==> config.mk <==
export PLATFORM = sky130hd
export DESIGN_NAME = song_reader
export DESIGN_NICKNAME = d
export VERILOG_FILES = /design/src/rtl/music_pkg.sv /design/src/rtl/note_idx_counter.sv /design/src/rtl/song_reader.sv
export SDC_FILE = /design/constraint.sdc
export NUM_CORES = 1
export LEC_CHECK = 0
export ABC_CLOCK_PERIOD_IN_PS = 1900
export CAP_MARGIN = 5
export CORE_MARGIN = 1.5
export CORE_UTILIZATION = 39
export DETAILED_ROUTE_END_ITERATION = 8
export GPL_TIMING_DRIVEN = 0
export PLACE_DENSITY = 0.72
export SYNTH_ARGS = -nofsm -noshare
export SYNTH_HDL_FRONTEND = slang
export SYNTH_SLANG_ARGS = --single-unit
==> constraint.sdc <==
create_clock -name clk -period 1.9 [get_ports clk]
set_input_delay 0.38 -clock clk [delete_from_list [all_inputs] [get_ports clk]]
set_output_delay 0.38 -clock clk [all_outputs]
set_load 0.1 [all_outputs]
==> src/rtl/music_pkg.sv <==
// Shared widths, types and constants for the song path of the music player.
package music_pkg;

  localparam int IDX_W  = 5;
  localparam int NOTE_W = 6;
  localparam int DUR_W  = 6;
  localparam int SONG_W = 2;
  localparam int ADDR_W = SONG_W + IDX_W;

  localparam logic [IDX_W-1:0] LAST_IDX = IDX_W'((1 << IDX_W) - 1);

  typedef enum logic [2:0] {
    IDLE,
    FETCH,
    ISSUE,
    WAIT_NOTE,
    DONE
  } reader_state_e;

  typedef struct packed {
    logic [NOTE_W-1:0] note;
    logic [DUR_W-1:0]  duration;
  } rom_word_t;

endpackage

==> src/rtl/note_idx_counter.sv <==
// Note index within the current song: clearable, saturates at the last entry
// so the index never wraps back to the start of the song.
module note_idx_counter
  import music_pkg::*;
(
  input  logic             clk,
  input  logic             reset,
  input  logic             clear,
  input  logic             inc,
  output logic [IDX_W-1:0] count,
  output logic             is_last
);

  logic [IDX_W-1:0] count_d, count_q;

  always_comb begin
    count_d = count_q;
    if (clear) begin
      count_d = '0;
    end else if (inc && (count_q != LAST_IDX)) begin
      count_d = count_q + 1'b1;
    end
  end

  always_ff @(posedge clk or posedge reset) begin
    if (reset) begin
      count_q <= '0;
    end else begin
      count_q <= count_d;
    end
  end

  assign count   = count_q;
  assign is_last = (count_q == LAST_IDX);

endmodule

==> src/rtl/song_reader.sv <==
// Walks the selected song in the song ROM and hands notes to the note player.
// Optional macro SONG_END_MARKER_EN: a duration==0 word ends the song early.
module song_reader
  import music_pkg::*;
#(
  parameter int ROM_LAT = 1
) (
  input  logic                    clk,
  input  logic                    reset,
  input  logic                    play,
  input  logic                    reset_player,
  input  logic [SONG_W-1:0]       song,
  output logic [ADDR_W-1:0]       rom_addr,
  input  logic [NOTE_W+DUR_W-1:0] rom_data,
  output logic [NOTE_W-1:0]       note,
  output logic [DUR_W-1:0]        duration,
  output logic                    new_note,
  input  logic                    note_done,
  output logic                    song_done
);

  localparam logic [1:0] LAT_LOAD = 2'(ROM_LAT);

  reader_state_e     state_d, state_q;
  logic [1:0]        wait_d, wait_q;
  logic [NOTE_W-1:0] note_d, note_q;
  logic [DUR_W-1:0]  duration_d, duration_q;
  logic              new_note_d, new_note_q;
  logic              song_done_d, song_done_q;

  logic              idx_clear, idx_inc, idx_last;
  logic [IDX_W-1:0]  note_idx;
  rom_word_t         word;
  logic              is_marker;

  note_idx_counter u_idx (
    .clk     (clk),
    .reset   (reset),
    .clear   (idx_clear),
    .inc     (idx_inc),
    .count   (note_idx),
    .is_last (idx_last)
  );

  assign rom_addr = {song, note_idx};
  assign word     = rom_word_t'(rom_data);

`ifdef SONG_END_MARKER_EN
  assign is_marker = (word.duration == '0);
`else
  assign is_marker = 1'b0;
`endif

  // reset_player overrides every state, including a note_done in the same cycle
  always_comb begin
    state_d     = state_q;
    wait_d      = wait_q;
    note_d      = note_q;
    duration_d  = duration_q;
    new_note_d  = 1'b0;
    song_done_d = 1'b0;
    idx_clear   = 1'b0;
    idx_inc     = 1'b0;

    if (reset_player) begin
      state_d    = IDLE;
      wait_d     = '0;
      note_d     = '0;
      duration_d = '0;
      idx_clear  = 1'b1;
    end else begin
      case (state_q)
        IDLE: begin
          if (play) begin
            state_d = FETCH;
            wait_d  = LAT_LOAD;
          end
        end
        FETCH: begin
          if (wait_q <= 2'd1) begin
            state_d = ISSUE;
          end else begin
            wait_d = wait_q - 2'd1;
          end
        end
        ISSUE: begin
          if (is_marker) begin
            state_d     = DONE;
            song_done_d = 1'b1;
          end else begin
            note_d     = word.note;
            duration_d = word.duration;
            new_note_d = 1'b1;
            state_d    = WAIT_NOTE;
          end
        end
        WAIT_NOTE: begin
          if (note_done) begin
            if (idx_last) begin
              state_d     = DONE;
              song_done_d = 1'b1;
            end else begin
              idx_inc = 1'b1;
              if (play) begin
                state_d = FETCH;
                wait_d  = LAT_LOAD;
              end else begin
                state_d = IDLE;
              end
            end
          end
        end
        DONE: begin
          state_d = DONE;
        end
        default: begin
          state_d = IDLE;
        end
      endcase
    end
  end

  always_ff @(posedge clk or posedge reset) begin
    if (reset) begin
      state_q     <= IDLE;
      wait_q      <= '0;
      note_q      <= '0;
      duration_q  <= '0;
      new_note_q  <= 1'b0;
      song_done_q <= 1'b0;
    end else begin
      state_q     <= state_d;
      wait_q      <= wait_d;
      note_q      <= note_d;
      duration_q  <= duration_d;
      new_note_q  <= new_note_d;
      song_done_q <= song_done_d;
    end
  end

  assign note      = note_q;
  assign duration  = duration_q;
  assign new_note  = new_note_q;
  assign song_done = song_done_q;

endmodule

==> results.toml, run 1 <==
[power]
ir_drop_mv = 0.465
finalPower_mw = 1.26
power_per_cell_area_nw_per_um2 = 758
p_leak_nw = 0.722

[timing]
whs_ps = 528
rsz0062_at_grt = "yes"
post-route-min-period_ps = 1890
maxSlewViolCount = 0
post-route-period-util_pct = 99.6
tightest_slew_ps = 962
fmax_mhz = 528
final_hold_viol_count = 0
finalSetupViolCount = 0
relSlewSlack_pct = 36.1
fin_skew_ps = 1.32

[finish]
fin_util_pct = 61.1
final_cell_mix = "20 x dfrtp_1, 16 x clkdlybuf4s50_1, 15 x clkdlybuf4s15_2, 12 x a22o_1, 7 x buf_4"
layout.nets = 166
mostFrequentLayoutCell = "dfrtp_1"
syn2layout_area_growth_pct = 50.3
antenna_cells = 0
drive_gt1_share_pct = 32.9
final_cell_area_um2 = 1660

[worst_setup_path]
slowest_delay_ps = 530
critPathTopFamily = "simple AND/OR/NAND/NOR gates"
crit_required_ps = 2150
critPathMaxFanout = 6
startpoint_type = "register"
worstSetupPathType = "reg2reg"
endpoint_kind = "register"
cpMostUsedCell = "ha_4"
cp-startpoint = "u_idx.count[0]$_DFFE_PP0P_"
rr_startpoint = "u_idx.count[0]$_DFFE_PP0P_"
path_cells = "ha_4 -> and3_4 -> ha_4 -> or2_4 -> or4_4 -> a21oi_2"
cp_slowest_cell = "dfrtp_4"
arrival_ps = 2140
crit_buf_inv = 0

[yosys]
yosysWarningCount = 0
ys_ff_latch = 24
syn_avg_cell_area_um2 = 11.2
synth_cell_type_count = 32
seq_area_frac_synth_pct = 54.5
netlist_instances = 98
synth_area_um2 = 1100
synth_nets = 120

[die]
start_util_pct = 40.7
die-area_um2 = 3150
coreArea_um2 = 2710
rows = 19
die_y_um = 56.2
die_x_um = 56.2
io_pins = 40

[global_routing]
grt_start_max_net_pins = 25
antenna_found_initial = 0
grt_use_total_pct = 18.4
first_global_vias = 984
grt_pass1_wl_mm = 4.58
grt_overflow = 0

[run]
cap_violations = 0

[hold_path]
min_from = "note[2]$_DFFE_PP0P_"
worstHoldPathType = "reg2reg"

[route]
drt_iter0_drc = 20
drt_pass1_iterations = 4
routed_wl_mm = 2.63
wl_per_cell_um = 15.1
drt_drc_violations_left = 0
routed_via_density = 5.42
ant_nets = 0
vias = 943

[clocking]
cts_sinks = 24
clkTransAtPathRegs_ps = 130
insertion_delay_ps = 310
cts_tree = "built"
htreeDepth = 1
cts_root_buf = "clkbuf_4"
hold_buffers = 0
numCtsBuffers = 3
cts_max_path_buffers = 2

[placed_design]
placed_cell_area_um2 = 1560
dp_hpwl_mm = 1.83
gp_congestion = 0.795
port_buffers = 37

[outcome]
status = "finished, final reports clean"
power breakdown:
group	internal [mW]	switching (mW)	leakage (nW)
combinational	0.101	0.234	0.372
clock	0.213	0.156	0.0279
sequential	0.537	0.0138	0.322
registers in the layout (all words and copies together) (netlist names):
signal / count
wait_q: 2
u_idx.count: 5
new_note: 1
note: 6
state_q: 3
duration: 6
song_done: 1
final cells by class:
| class | instances | area, um2 |
|---|---|---|
| Buffer | 8 | 52.6 |
| Clock buffer | 3 | 22.5 |
| Clock inverter | 1 | 30.0 |
| Fill cell | 246 | 1050 |
| Inverter | 4 | 15.0 |
| Multi-Input combinational cell | 62 | 480 |
| Sequential cell | 24 | 611 |
| Tap cell | 31 | 38.8 |
| Timing Repair Buffer | 41 | 407 |
cell usage after synthesis:
cell type,n,area (um2)
or4_1,1,7.51
clkbuf_1,1,3.75
buf_2,3,15.0
a221oi_1,1,8.76
a22oi_1,1,7.51
or3_2,1,7.51
o21ai_0,4,20.0
buf_6,1,11.3
nand4b_1,1,8.76
o221a_2,1,11.3
and3_1,4,25.0
a31oi_1,2,12.5
o31ai_1,1,7.51
or2_4,1,8.76
o21a_1,1,7.51
a211oi_1,1,7.51
nor3_1,1,5.00
nor3b_1,1,7.51
nor2_1,5,18.8
a22o_1,12,105
mux2_2,1,11.3
buf_4,3,22.5
ha_1,3,37.5
nand3_1,5,25.0
a21oi_1,7,35.0
nand2b_1,1,6.26
dfrtp_1,24,601
nand2_1,1,3.75
nor2b_1,3,18.8
o21bai_1,1,7.51
inv_1,4,15.0
and4bb_2,1,12.5
cell families after synthesis:
logic type,after synthesis,share of synthesized area [%]
compound gates,32,20.9
fa+ha+maj,3,3.41
buf+inv,12,6.13
flops,24,54.5
mux,1,1.02
simple gates,26,14.1
layer usage:
metal  GRT usage [%]  part of all wire (%)
met1            24.8                    45
met2            30.4                    50
met3            3.26                   3.2
met4            5.44                   1.9
met5               0                     0
worst paths after layout:
path / end / slack, ps / cells after the start
worst max-delay path: u_idx.count[3]$_DFFE_PP0P_ / 7 / 6
worst min-delay path: note[2]$_DFFE_PP0P_ / 530 / 1
worst max register to register: u_idx.count[3]$_DFFE_PP0P_ / 7 / 6
worst min register to register: note[2]$_DFFE_PP0P_ / 530 / 1
max in group asynchronous: u_idx.count[1]$_DFFE_PP0P_ / 720 / 2
min in group asynchronous: state_q[0]$_DFFE_PP0P_ / 550 / 2
what timing repair did:
| item | 4_1_cts | 5_1_grt |
|---|---|---|
| resized for setup | 53 | 8 |
| endpoints found under the setup margin | 22 | 6 |
| pin swaps | 2 | 2 |
| setup buffers | 3 | 1 |
metrics by stage:
stage	setup slack, ps	setup TNS [ps]	std cells
floorplan	-105	-129	98
global placement	-54.4	-214	166
detailed placement	-67.5	-242	166
CTS	-12.2	-12.2	173
global route	-46.5	-46.5	174
finish	7.07	0	174
Note: power is estimated with default switching activity, not from simulation.
==> run 2, diff against run 1 <==
--- a/config.mk
+++ b/config.mk
@@ -7,6 +7,7 @@
 export LEC_CHECK = 0
 export ABC_CLOCK_PERIOD_IN_PS = 1900
 export CAP_MARGIN = 5
+export CORE_ASPECT_RATIO = 0.7
 export CORE_MARGIN = 1.5
 export CORE_UTILIZATION = 39
 export DETAILED_ROUTE_END_ITERATION = 8
==> run 2 against run 1 <==
Sequential share of layout area rose by 0.88 points. Via count fell by 4.0%. The run now ends with setup timing left. Non-clock buffer count fell by 2. Die area rose by 0.16%. Critical path depth did not move. Flip-flop and latch count is the same. Clock-buffer cell count rose by 1. Utilization rose by 1.8 points. Fmax fell by 0.55%. Hold slack got worse by 20 ps. Critical path type unchanged. Critical endpoint unchanged. Clock power down 6.8%. Final cell count increased by 0.57%. Highest routed layer unchanged.
==> results.toml, run 2 (same netlist as run 1, synthesis figures left out) <==
[outcome]
status = "finished, violations left"
violations = "setup timing"

[clocking]
cts_max_path_buffers = 2
numCtsBuffers = 3
htreeDepth = 1
insertion_delay_ps = 270
hold_buffers = 0
cts_tree = "built"
clkTransAtPathRegs_ps = 80
cts_root_buf = "clkbuf_8"
cts_sinks = 24

[worst_setup_path]
crit_required_ps = 2100
endpoint_kind = "register"
r2r_setup_slack_ps = -3
startpoint_type = "register"
arrival_ps = 2100
r2r_end = "u_idx.count[3]$_DFFE_PP0P_"
critPathMaxFanout = 6
rr_startpoint = "u_idx.count[0]$_DFFE_PP0P_"
worstSetupPathType = "reg2reg"
rr_worst_depth = 6

[die]
io_pins = 40
die_y_um = 47.5
die-area_um2 = 3160
start_util_pct = 42.9
die_x_um = 66.5
rows = 15
coreArea_um2 = 2570

[global_routing]
grt_use_total_pct = 17.9
grt_overflow = 0
antenna_found_initial = 0
first_global_vias = 865
grt_start_max_net_pins = 25
grt_pass1_wl_mm = 4.04

[route]
ant_nets = 0
wl_per_cell_um = 14.8
routed_wl_mm = 2.60
vias = 905
routed_via_density = 5.17
drt_iter0_drc = 44
drt_drc_violations_left = 0
drt_pass1_iterations = 4

[timing]
fin_skew_ps = 5.02
relSlewSlack_pct = 35.6
maxSlewViolCount = 0
tightest_slew_ps = 971
final_hold_viol_count = 0
post-route-min-period_ps = 1900
rsz0062_at_grt = "yes"
fmax_mhz = 525
finalSetupViolCount = 1
fin_ws_ps = -3.30
setup_tns_ps = -3.30
post-route-period-util_pct = 100

[hold_path]
worstHoldPathCells = 1
worstHoldPathType = "reg2reg"
hold_end = "duration[2]$_DFFE_PP0P_"
min_from = "duration[2]$_DFFE_PP0P_"

[placed_design]
port_buffers = 37
placed_cell_area_um2 = 1560
dp_hpwl_mm = 1.99
gp_congestion = 0.783
post-place-ws_ps = -62.5

[finish]
final_cell_mix = "20 x dfrtp_1, 16 x clkdlybuf4s50_1, 12 x a22o_1, 10 x dlygate4sd2_1"
final_cell_area_um2 = 1620
antenna_cells = 0
fin_util_pct = 62.9
syn2layout_area_growth_pct = 46.8
num-fill-cells = 194
layout.nets = 164
mostFrequentLayoutCell = "dfrtp_1"
drive_gt1_share_pct = 22.7

[run]
cap_violations = 0

[power]
switching_share_pct = 33.2
internal_power_uw = 819
p_leak_nw = 0.748
power_per_cell_area_nw_per_um2 = 759
clkPwrFrac_pct = 28.1
p_switching_uw = 408
ir_drop_mv = 0.522
seqPwrFrac_pct = 44.9
p_comb_share_pct = 27.1
finalPower_mw = 1.23
-- run 2: cell types whose count changed in the layout (fill, tap and decap cells not counted), sizes merged --
| cell | before | now |
|---|---|---|
| dlygate4sd2 | 2 | 10 |
| clkdlybuf4s15 | 17 | 9 |
| clkbuf | 6 | 7 |
| buf | 11 | 9 |
| bufinv | 1 | 0 |
-- run 2: timing repair --
| action | 4_1_cts | 5_1_grt |
|---|---|---|
| pin swaps | 1 | 0 |
| endpoints found under the setup margin | 22 | 9 |
| endpoints found under the hold margin | 0 | 0 |
| gates resized for setup | 31 | 8 |
| buffers inserted | 1 | 1 |
-- run 2: worst max-delay path: stages (launching register included) --
cell and delay [ps]:
dfrtp_4 510, ha_4 170, and3_4 180, ha_4 170
or2_4 260, or4_4 420, a21oi_2 130
-- run 2: power by group through the flow --
stage / sequential [mW] / clock, mW / combinational, mW
finish: 0.551 / 0.344 / 0.332
global route: 0.554 / 0.370 / 0.352
CTS: 0.551 / 0.350 / 0.332
detailed placement: 0.562 / 0 / 0.344
global placement: 0.560 / 0 / 0.338
floorplan: 0.695 / 0 / 0.108
-- run 2: final cells by class --
| class | count | area (um2) | area share, % |
|---|---|---|---|
| clock buffers | 4 | 55.1 | 3.40 |
| multi-input cells | 62 | 475 | 29.4 |
| plain buffers | 8 | 52.6 | 3.25 |
| inverters | 4 | 15.0 | 0.928 |
| repair buffers | 39 | 367 | 22.7 |
| well taps | 34 | 42.5 | 2.63 |
| flip-flops and latches | 24 | 611 | 37.7 |
-- run 2: metrics by stage --
step	cells	hold WS [ps]
after floorplan	98	395
after global placement	169	490
after detailed placement	169	493
after CTS	174	508
after global routing	175	529
final	175	508
-- run 2: worst max-delay path by stage --
stage	cells past startpoint	slack, ps	end	start
after floorplan	6	-100	u_idx.count[3]$_DFFE_PP0P_	u_idx.count[1]$_DFFE_PP0P_
after global placement	2	-50	rom_addr[6]	song[1]
after detailed placement	1	-60	rom_addr[1]	u_idx.count[1]$_DFFE_PP0P_
after CTS	6	-0.7	u_idx.count[3]$_DFFE_PP0P_	u_idx.count[1]$_DFFE_PP0P_
after global routing	6	-70	u_idx.count[3]$_DFFE_PP0P_	u_idx.count[0]$_DFFE_PP0P_
final	6	-3	u_idx.count[3]$_DFFE_PP0P_	u_idx.count[0]$_DFFE_PP0P_
-- run 2: metal layers --
metal | share of wire (%) | GRT usage (%)
met5 | 0 | 0
met4 | 1.7 | 8.57
met3 | 2.9 | 3.53
met2 | 49 | 29.6
met1 | 47 | 23.5
==> variant 1: new RTL, flow settings as in run 2 <==
Encoding of `reader_state_e`: now one-hot (5 bits for 5 states).
--- a/src/rtl/music_pkg.sv
+++ b/src/rtl/music_pkg.sv
@@ -10,10 +10,10 @@
   localparam logic [IDX_W-1:0] LAST_IDX = IDX_W'((1 << IDX_W) - 1);
 
-  typedef enum logic [2:0] {
-    IDLE,
-    FETCH,
-    ISSUE,
-    WAIT_NOTE,
-    DONE
+  typedef enum logic [4:0] {
+    IDLE      = 5'b00001,
+    FETCH     = 5'b00010,
+    ISSUE     = 5'b00100,
+    WAIT_NOTE = 5'b01000,
+    DONE      = 5'b10000
   } reader_state_e;
 
Function: same outputs for any inputs over 10 cycles, from zero or initial values and one cycle with reset high; not proved beyond that.
==> variant 1 against run 2 <==
  * Sequential cell count increased by 2
  * Core utilization decreased by 3.1 points
  * Cell count rose by 29%
  * Area after synthesis rose by 18%
  * Routed wire length increased by 21%
  * Setup slack improved by 22 ps
  * Design area increased by 17%
  * Critical path type unchanged
  * Highest routed layer unchanged
Power is not compared: it rests on default switching activity, and its combinational part moved more than twofold at a synthesized area within 25%.
==> variant 1: results (changes against run 2) <==
Distinct cells, synth=35 (+9.4%); clk slew on worst S/H paths=approximately 90 ps; predominant post-synthesis flop cell=dfrtp_1; compound-cell area share of the yosys netlist=14.1% (-6.8 points); Lkg Pwr=~0.79 nW; DP Worst Slack=-172 ps (-110 ps); r2r setup slk=20 ps (+20 ps); CTS Root Buffer Type=clkbuf_8; leading post-synthesis cells by instance count=27 x nand2_1, 25 x dfrtp_1, 16 x a21oi_1; global-route wire length before repair=5.31 mm (+31%); Crit Path Max Fanout=4 (-2); Antenna Nets Post-Route=0 (unchanged); Max Clk Rate=0.532 GHz (+1.2%); HP Class=input pin to flop; Worst EP arrival=2030 ps (-70 ps); Placed Cells=213 (+26%); overall routing resource usage=19.0% (+1.0 points); Non-Filler Instances=225 (+29%); share of cells above drive strength 1=19.3% (-3.4 points); Worst-Margin Slew=979 ps (+8.42 ps); clock skew=6.50 ps (+1.49 ps); Post-Synth XOR/XNOR Area=2.01% (+2.0 points); CTS Buf Count=3 (unchanged); Iter 0 DRT Violations=49 (+11%); antenna cells=0 (unchanged); final hold slack=502 ps (-6.12 ps); Max Buffers Root-to-Sink=2 (unchanged); Sw Share=between 20% and 30%; ranking of synthesized cells by area=dfrtp_1 48%, nand2_1 7.8%, a21oi_1 6.1%; sequential area share after synthesis=50.0% (-4.5 points); mux cell area share after synthesis=1.53% (+0.51 points); worst IR drop on VDD=approximately 0.00036 V; routed vias/inst=5.24 (+1.4%); syn_nets=162 (+35%); DR pass1 iterations=4 (unchanged); post-synthesis adder-cell area fraction=3.84% (+0.43 points); number of global-route vias before repair=1,169 (+35%); Final Wtd Congestion=0.926 (+18%); antenna violations before repair=0 (unchanged); Async SR Flop Fraction=100% (unchanged); status=complete, no violations; largest net degree at the start of global routing=27 (+8.0%); post-synthesis instance total=139 (+42%); count of input and output buffers=36 (-2.7%); clk_lat worst skew=around 280 ps; Routed WL per cell=14.0 um (-5.8%); DPL Wire Length=2.27 mm (+14%)
-- variant 1: cells by family (layout without fill, tap and decap cells) --
group	count (synthesis)	after routing
AOI/OAI and AO/OA	31	31
xor gates and xnor gates	3	3
adders and majority gates	4	4
buffers and inverters	12	60
DFF	26	26
muxes	2	2
and+or+nand+nor	61	61
-- variant 1: timing repair --
action,4_1_cts,5_1_grt
hold endpoints to repair,0,0
resized for setup,30,15
setup buffers,2,6
endpoints found under the setup margin,26,19
pin swaps,2,2
-- variant 1: final timing paths --
check                                           start                         end  cells after the start
setup / recovery           u_idx.count[0]$_DFFE_PP0P_  u_idx.count[1]$_DFFE_PP0P_                      8
hold / removal                           reset_player      state_q[0]$_DFFE_PP1P_                      3
setup reg to reg           u_idx.count[0]$_DFFE_PP0P_  u_idx.count[1]$_DFFE_PP0P_                      8
hold reg to reg                   note[4]$_DFFE_PP0P_         note[4]$_DFFE_PP0P_                      2
max in group asynchronous                       reset  u_idx.count[1]$_DFFE_PP0P_                      2
min in group asynchronous                       reset     duration[1]$_DFFE_PP0P_                      2
-- variant 1: cell type report --
class / instances / area (sq um)
tap: 38 / 47.5
inverter: 5 / 18.8
fill: 280 / 1270
buffer: 7 / 35.0
clock buffer: 3 / 41.3
clock inverter: 1 / 30.0
timing repair buffer: 44 / 408
sequential: 26 / 662
multi-input combinational: 101 / 653
-- variant 1: metrics by stage --
step                      power [mW]  instance area [sq um]
after global routing            1.24                   1900
after detailed placement       0.732                   1760
after global placement         0.729                   1760
after floorplan                0.675                   1350
after CTS                       1.20                   1830
final                           1.19                   1900
-- variant 1: metal layers --
metal	GRT usage [%]	part of all wire (%)	vias to the layer above	routed length [um]
met1	24.8	46	573	1450
met4	4.72	0.92	0	29
met3	5.13	4.0	4	126
met2	31.3	49	29	1540
li1	-	-	574	-
met5	0	0	-	0
-- variant 1: critical path, cell delays in order, from the launching register on --
cell,delay [ps]
dfrtp_4,510
ha_4,170
and3_4,190
ha_4,160
nand2b_4,160
nor4_4,150
buf_4,180
mux2i_1,180
nor2_1,50
-- variant 1: power by group through the flow --
stage	logic, mW	clock network, mW	registers, mW
2_1_floorplan	0.0843	0	0.590
3_3_place_gp	0.143	0	0.586
3_5_place_dp	0.145	0	0.587
4_1_cts	0.144	0.476	0.576
5_1_grt	0.160	0.504	0.579
6_report	0.147	0.465	0.577
==> variant 2: new RTL, settings of run 2 <==
Without the edit above. Build with the macro `SONG_END_MARKER_EN` defined.
--- a/src/rtl/song_reader.sv
+++ b/src/rtl/song_reader.sv
@@ -1,4 +1,6 @@
 // Walks the selected song in the song ROM and hands notes to the note player.
 // Optional macro SONG_END_MARKER_EN: a duration==0 word ends the song early.
+`define SONG_END_MARKER_EN
+
 module song_reader
   import music_pkg::*;
Formal check against the unedited RTL: not equivalent (Yosys sat finds a counterexample within 4 cycles, from zero or initial values and one cycle with reset high).
==> variant 2 against run 2 <==
  * Area after synthesis rose by 12%
  * Sequential cell count stayed put
  * Core utilization down 1.3 points
  * Setup slack better by 31 ps
  * Register-to-register slack gained 40 ps
  * Routed wire length grew 5.9%
  * Design area increased by 11%
  * Cell count grew 15%
  * Fmax is 1.6% higher
  * Total power increased by 12%
  * Synthesized cell count grew 20%
  * Combinational power is 39% higher
  * Largest cell class is now multi-input combinational cells
  * Sequential power rose by 3%
  * Clock skew rose by 4.1 ps
==> variant 2: results (changes against run 2) <==
Worst Setup SP=u_idx.count[3]$_DFFE_PP0P_; Post-CTS Setup Bufs=0 (-1); Data buffer area share=24.5% (-1.4 points); slew margin rel.=36.0% (+0.49 points); Distinct cells, synth=36 (+13%); status=complete, no violations; leading post-synthesis cells by instance count=24 x dfrtp_1, 22 x nor2_1, 14 x mux2i_1; fin util=61.6% (-1.3 points); Lkg Pwr=0.800 nW (+7.0%); Worst R2R End=wait_q[0]$_DFFE_PP0P_; comb_multi_in=84 (+35%); ranking of synthesized cells by area=dfrtp_1 48%, mux2i_1 11%, nor2_1 6.7%; DPL Wire Length=1.97 mm (-0.92%); mux cell area share after synthesis=11.3% (+10 points); global-route wire length before repair=4.77 mm (+18%); sequential area share after synthesis=48.5% (-6.0 points); share of cells above drive strength 1=21.2% (-1.5 points); CP max stage cell=clkdlybuf4s15_1; HP Start=wait_q[0]$_DFFE_PP0P_; worst IR drop on VDD=0.000554 V (+6.1%); syn_nets=139 (+16%); Post-Synth XOR/XNOR Area=2.12% (+2.1 points); Non-clk invs=2 (-2); Iter 0 DRT Violations=33 (-25%); Crit Path Max Fanout=3 (-3); met3 wire len=146 um (+97%); compound-cell area share of the yosys netlist=9.90% (-11 points); clock skew=9.16 ps (+4.15 ps); cell area after placement=1690 sq um (+8.1%); setup TNS=0 ps (+3.30 ps)
variant 2: cell types whose count changed after synthesis, moves of 3 or more:
cell | before | now
nor2_1 | 5 | 22
xor2_1 | 0 | 3
a21oi_1 | 7 | 4
a22o_1 | 12 | 0
mux2i_1 | 0 | 14
nand2b_1 | 1 | 5
variant 2: stage by stage:
stage	setup slack (ps)	instances
finish	27.2	201
global route	2.31	201
CTS	1.94	195
floorplan	10.5	118
global placement	-205	191
detailed placement	-201	191
variant 2: cells by family after synthesis:
kind of cell	count (synthesis)
AOI/OAI and AO/OA	15
xor gates and xnor gates	3
adders and majority gates	2
buffers and inverters	10
DFF	24
muxes	14
and+or+nand+nor	50
variant 2: power breakdown:
part	internal [mW]	total, mW	switching [mW]
registers	0.541	0.569	0.0283
clock network	0.185	0.341	0.156
logic	0.160	0.462	0.302
variant 2: per-layer routing:
metal | track usage, % | up-vias
met5 | 0 | -
met4 | 2.88 | 0
met3 | 4.82 | 2
met2 | 27.2 | 27
met1 | 23.4 | 482
li1 | - | 505
